File: config.mk
export PLATFORM = sky130hd
export DESIGN_NAME = vector_serializer
export DESIGN_NICKNAME = d
export VERILOG_FILES = /design/src/rtl/vector_serializer_pkg.sv /design/src/rtl/vector_serializer.sv
export SDC_FILE = /design/constraint.sdc
export NUM_CORES = 1
export LEC_CHECK = 0
export CORE_AREA = 2 2 121 64
export DETAILED_ROUTE_END_ITERATION = 7
export DIE_AREA = 0 0 123 66
export GPL_TIMING_DRIVEN = 1
export HOLD_SLACK_MARGIN = 0.05
export MAX_ROUTING_LAYER = met4
export PLACE_DENSITY = 0.79
export SKIP_LAST_GASP = 1
export SLEW_MARGIN = 20
export SYNTH_ARGS = -nofsm -noshare
export SYNTH_HDL_FRONTEND = slang
export SYNTH_SLANG_ARGS = --single-unit
export TNS_END_PERCENT = 100
File: constraint.sdc
create_clock -name clk -period 1.8 [get_ports clk]
set_clock_uncertainty 0.1 [all_clocks]
set_input_delay 0.18 -clock clk [delete_from_list [all_inputs] [get_ports clk]]
set_output_delay 0.18 -clock clk [all_outputs]
set_load 0.01 [all_outputs]
File: src/rtl/vector_serializer_pkg.sv
`default_nettype none
// ============================================================================
// Module      : vector_serializer_pkg
// Description : Shared vector geometry (capacity, element width, ARR type)
//               and serializer state encoding.
// Revision    : 1.0 - initial release
// ============================================================================

`ifndef MAX_NEURONS
`define MAX_NEURONS 4
`endif

package vector_serializer_pkg;

    localparam int MAX_NEURONS = `MAX_NEURONS;
    localparam int DATA_WIDTH  = 16;
    // Guard keeps a 1-element build from collapsing the index to zero bits.
    localparam int IDX_W       = (MAX_NEURONS > 1) ? $clog2(MAX_NEURONS) : 1;

    typedef logic [MAX_NEURONS-1:0][DATA_WIDTH-1:0] arr_t;

    typedef enum logic [0:0] {
        IDLE   = 1'b0,
        STREAM = 1'b1
    } ser_state_t;

endpackage

`default_nettype wire

File: src/rtl/vector_serializer.sv
`default_nettype none
// ============================================================================
// Module      : vector_serializer
// Description : Captures a parallel ARR vector and streams its first in_len
//               elements out one per cycle over a valid/ready handshake.
// Revision    : 1.0 - initial release
// ============================================================================

module vector_serializer #(
    parameter int DATA_WIDTH = vector_serializer_pkg::DATA_WIDTH,
    parameter int N          = vector_serializer_pkg::MAX_NEURONS,
    parameter int IDX_W      = (N > 1) ? $clog2(N) : 1
) (
    input  logic                           clk,
    input  logic                           rst_n,
    input  logic [N-1:0][DATA_WIDTH-1:0]   in_vec,
    input  logic [IDX_W:0]                 in_len,
    input  logic                           in_valid,
    output logic                           in_ready,
    output logic [DATA_WIDTH-1:0]          out_data,
    output logic [IDX_W-1:0]               out_idx,
    output logic                           out_last,
    output logic                           out_valid,
    input  logic                           out_ready,
    output logic                           done
);

    import vector_serializer_pkg::*;

    localparam logic [IDX_W:0] LEN_MAX = (IDX_W+1)'(N);

    ser_state_t                      state;
    ser_state_t                      state_nxt;
    logic [N-1:0][DATA_WIDTH-1:0]    vec_buf;
    logic [IDX_W-1:0]                idx;
    logic [IDX_W-1:0]                idx_nxt;
    logic [IDX_W:0]                  len_q;
    logic [IDX_W:0]                  len_clamped;
    logic                            ready_q;
    logic                            done_q;
    logic                            done_nxt;
    logic                            accept;
    logic                            at_last;

    assign accept      = in_valid & ready_q;
    assign len_clamped = (in_len > LEN_MAX) ? LEN_MAX : in_len;
    // len_q-1 wraps to all-ones when len_q==0, so no index can match then.
    assign at_last     = ({1'b0, idx} == (len_q - 1'b1));

    always_ff @(posedge clk or negedge rst_n) begin
        if (!rst_n) begin
            state <= IDLE;
        end else begin
            state <= state_nxt;
        end
    end

    always_comb begin
        state_nxt = state;
        idx_nxt   = idx;
        done_nxt  = 1'b0;
        case (state)
            IDLE: begin
                if (accept) begin
                    idx_nxt = '0;
                    if (len_clamped == '0) begin
                        done_nxt = 1'b1;
                    end else begin
                        state_nxt = STREAM;
                    end
                end
            end
            STREAM: begin
                if (out_ready) begin
                    if (at_last) begin
                        state_nxt = IDLE;
                        idx_nxt   = '0;
                        done_nxt  = 1'b1;
                    end else begin
                        idx_nxt = idx + 1'b1;
                    end
                end
            end
            default: begin
                state_nxt = IDLE;
            end
        endcase
    end

    // in_ready is its own flop so it stays low throughout reset and rises on
    // the first edge after release, together with every return to IDLE.
    always_ff @(posedge clk or negedge rst_n) begin
        if (!rst_n) begin
            vec_buf <= '0;
            len_q   <= '0;
            idx     <= '0;
            done_q  <= 1'b0;
            ready_q <= 1'b0;
        end else begin
            idx     <= idx_nxt;
            done_q  <= done_nxt;
            ready_q <= (state_nxt == IDLE);
            if ((state == IDLE) && accept) begin
                vec_buf <= in_vec;
                len_q   <= len_clamped;
            end
        end
    end

    assign in_ready  = ready_q;
    assign out_valid = (state == STREAM);
    assign out_data  = (state == STREAM) ? vec_buf[idx] : '0;
    assign out_idx   = idx;
    assign out_last  = (state == STREAM) & at_last;
    assign done      = done_q;

endmodule

`default_nettype wire

==> results.yml <==
run_status:
  status: "complete, but fails checks"
  violations: "setup timing"
sta:
  maxSlewViolCount: 0
  hold_viol: 0
  relSlewSlack_pct: 69.1
  tightest_slew_ps: 463
  period_share_pct: 111
  whs_ps: 292
  rsz0062_at_grt: "yes"
  clock.fmax_mhz: 499
  timing.setup.tns_ps: -3210
  finalSetupViolations: 19
  fin_ws_ps: -203
  min_period_ps: 2000
power_and_ir_drop:
  p_per_area_nw_per_um2: 1780
  ir_worst_vdd_mv: 0.866
  p_sw_mw: 2.48
  power_frac_clock_pct: 18.3
  power.share.combinational_pct: 49.2
  netSwitchingFraction_pct: 28.9
  p_int_mw: 6.12
  power.total_mw: 8.60
  p_seq_share_pct: 32.4
  leakagePower_nw: 2.14
critical_path:
  worstPathMaxFanout: 3
  r2r-start: "out_idx[0]$_DFFE_PN0P_"
  worstPathCellList: "buf_6, buf_4, mux4_2, and2_1, buf_2"
  setup.worst_path.start_class: "register"
  cp-end-kind: "output pin"
  path_class: "register to output pin"
  required_ps: 1520
  r2r_slack_ps: -80
  worst_path_largest_cell_delay_ps: 480
  crit_slowest_cell: "mux4_2"
  reg2reg_depth: 9
  reg2reg_to: "out_idx[0]$_DFFE_PN0P_"
  worstPathArrival_ps: 1720
placed_design:
  gp_congestion: 0.750
  numPortBuffers: 92
  post-dp-hpwl_mm: 4.96
  post-place-ws_ps: -235
synthesis:
  synth_xor_area_share_pct: 1.06
  seq_area_frac_synth_pct: 54.7
  yosys_warnings: 0
  synth_flop_cell: "dfrtp_1"
  syn_nets: 282
  synth.ff_latch_count: 72
  syn_area_sq_um: 3300
  synth_cells: 210
  synth-async-reset-ratio_pct: 100
  synth-compound-area-share_pct: 1.40
  synth.distinct_cells: 22
  synth_top_area_share_pct: 54.7
  muxShareOfSynthArea_pct: 33.1
  synth_top_cells_by_area: "dfrtp_1, mux2_2, mux4_2, and2_1, buf_6"
  synth_top_area_cell: "dfrtp_1"
  syn_area_per_cell_sq_um: 15.7
  synth-edff-count: 0
  ys_top_cells_by_count: "dfrtp_1, mux2_2, and2_1"
  yosys.area_share.adder_pct: 0.380
  synthSimpleGateAreaFrac_pct: 5.20
  synth_top_family_by_area: "multiplexers"
  yosysMostFrequentCell: "dfrtp_1"
floorplan:
  fp.dieW_um: 123
  die_area_sq_um: 8120
  row_count: 22
  design.core.area_sq_um: 7100
  initial_core_util_pct: 46.4
  pin_count: 93
  chipHeight_um: 66
clock_network:
  tritoncts: "done"
  cts_root_buf: "clkbuf_16"
  cts_buffer_depth: 2
  clock_latency_ps: 320
  clk_pin_slew_worst_paths_ps: 50
  cts_buffers: 9
  cts_sinks: 72
  htreeDepth: 3
grt:
  grt_max_degree: 41
  grt_pass1_wl_mm: 11.7
  grt_antenna_before_repair: 0
  grt_use_total_pct: 20.6
  grt_overflow_total: 0
  first_global_vias: 2309
job:
  cap_viol_max_count: 0
detailed_routing:
  via_count: 2153
  drt-total-wl_mm: 7.66
  routedWlPerCell_um: 18.0
  dr.pass1.iters: 4
  drcViolationCount: 0
  viasPerCell: 5.07
  final_antenna_net_count: 0
  drtIter0Drc: 91
finish:
  finalNetCount: 399
  drive_gt1_share_pct: 47.4
  fin_util_pct: 68.1
  diodes: 0
  area_growth_syn_to_layout_pct: 46.8
hold_path:
  hp-class: "primary input to async pin"
-- cell usage in the layout, fill, tap and decap left out, drive strengths merged --
cell            n
o31ai           2
nand2b          2
and3            2
nand3b          1
o21ai           2
or3             1
buf            45
dlygate4sd3     1
xor2            2
dfrtp          72
mux4           16
nand2           3
ha              1
nand3           3
inv             2
xnor2           2
and2           17
mux2           65
clkdlybuf4s50  73
clkinv          1
clkbuf         12
o22a            1
o22ai           2
dlymetal6s2s    1
-- per-stage QoR --
| stage | std cells | instance area (sq um) |
|---|---|---|
| global placement | 400 | 4370 |
| CTS | 424 | 4780 |
| detailed placement | 400 | 4370 |
| floorplan | 210 | 3300 |
| finish | 425 | 4840 |
| global route | 425 | 4840 |
-- worst max-delay path by stage --
| stage | from | end | slack, ps | cells past startpoint |
|---|---|---|---|---|
| 2_1_floorplan | out_idx[0]$_DFFE_PN0P_ | out_data[11] | 230 | 3 |
| 3_3_place_gp | out_idx[0]$_DFFE_PN0P_ | out_data[3] | -220 | 4 |
| 3_5_place_dp | out_idx[0]$_DFFE_PN0P_ | out_data[3] | -240 | 4 |
| 4_1_cts | out_idx[0]$_DFFE_PN0P_ | out_data[15] | -290 | 6 |
| 5_1_grt | out_idx[0]$_DFFE_PN0P_ | out_data[4] | -280 | 5 |
| 6_report | out_idx[0]$_DFFE_PN0P_ | out_data[14] | -200 | 5 |
-- kinds of logic after synthesis --
| logic type | Yosys count |
|---|---|
| multiplexers | 81 |
| flip-flops | 72 |
| AND/OR/NAND/NOR | 29 |
| buffers and inverters | 16 |
| AO/OA/AOI/OAI | 7 |
| XOR/XNOR | 4 |
| adder cells (fa/ha/maj) | 1 |
-- flip-flops by register name, summed over array words and instances (netlist names) --
register   count
done           1
in_ready       1
len_q          3
out_idx        2
out_valid      1
vec_buf       64
-- layout make-up --
cell class | instances | area (sq um)
Clock buffer | 12 | 256
Clock inverter | 1 | 5.00
Fill cell | 526 | 2260
Inverter | 2 | 7.51
Multi-Input combinational cell | 122 | 1450
Sequential cell | 72 | 1800
Tap cell | 96 | 120
Timing Repair Buffer | 120 | 1200
-- timing repair --
item / in CTS / in global routing
resized for setup: 92 / 16
endpoints found under the hold margin: 17 / 0
endpoints found under the setup margin: 17 / 21
cloned: 2 / 0
setup buffers: 8 / 3
hold buffers: 1 / 0
pin swaps: 15 / 4
-- critical path, delay by kind of cell (launching register included) --
kind                   cells  cell delay, ps
multiplexers               1             480
flip-flops                 1             360
buffers and inverters      3             380
AND/OR/NAND/NOR            1             170
-- per-layer routing --
layer | global-route usage [%] | share of wire [%]
met5 | - | 0
met4 | 5.40 | 0.99
met3 | 8.19 | 7.7
met2 | 31.1 | 46
met1 | 26.1 | 45
-- power groups by stage --
stage,Sequential [mW],Clock (mW),Combinational [mW]
after floorplan,2.68,0,2.14
after global placement,2.77,0,3.45
after detailed placement,2.80,0,3.55
after CTS,2.78,1.62,4.04
after global routing,2.88,1.71,4.53
final,2.79,1.58,4.23
No activity file was read; power rests on OpenSTA's default activity.
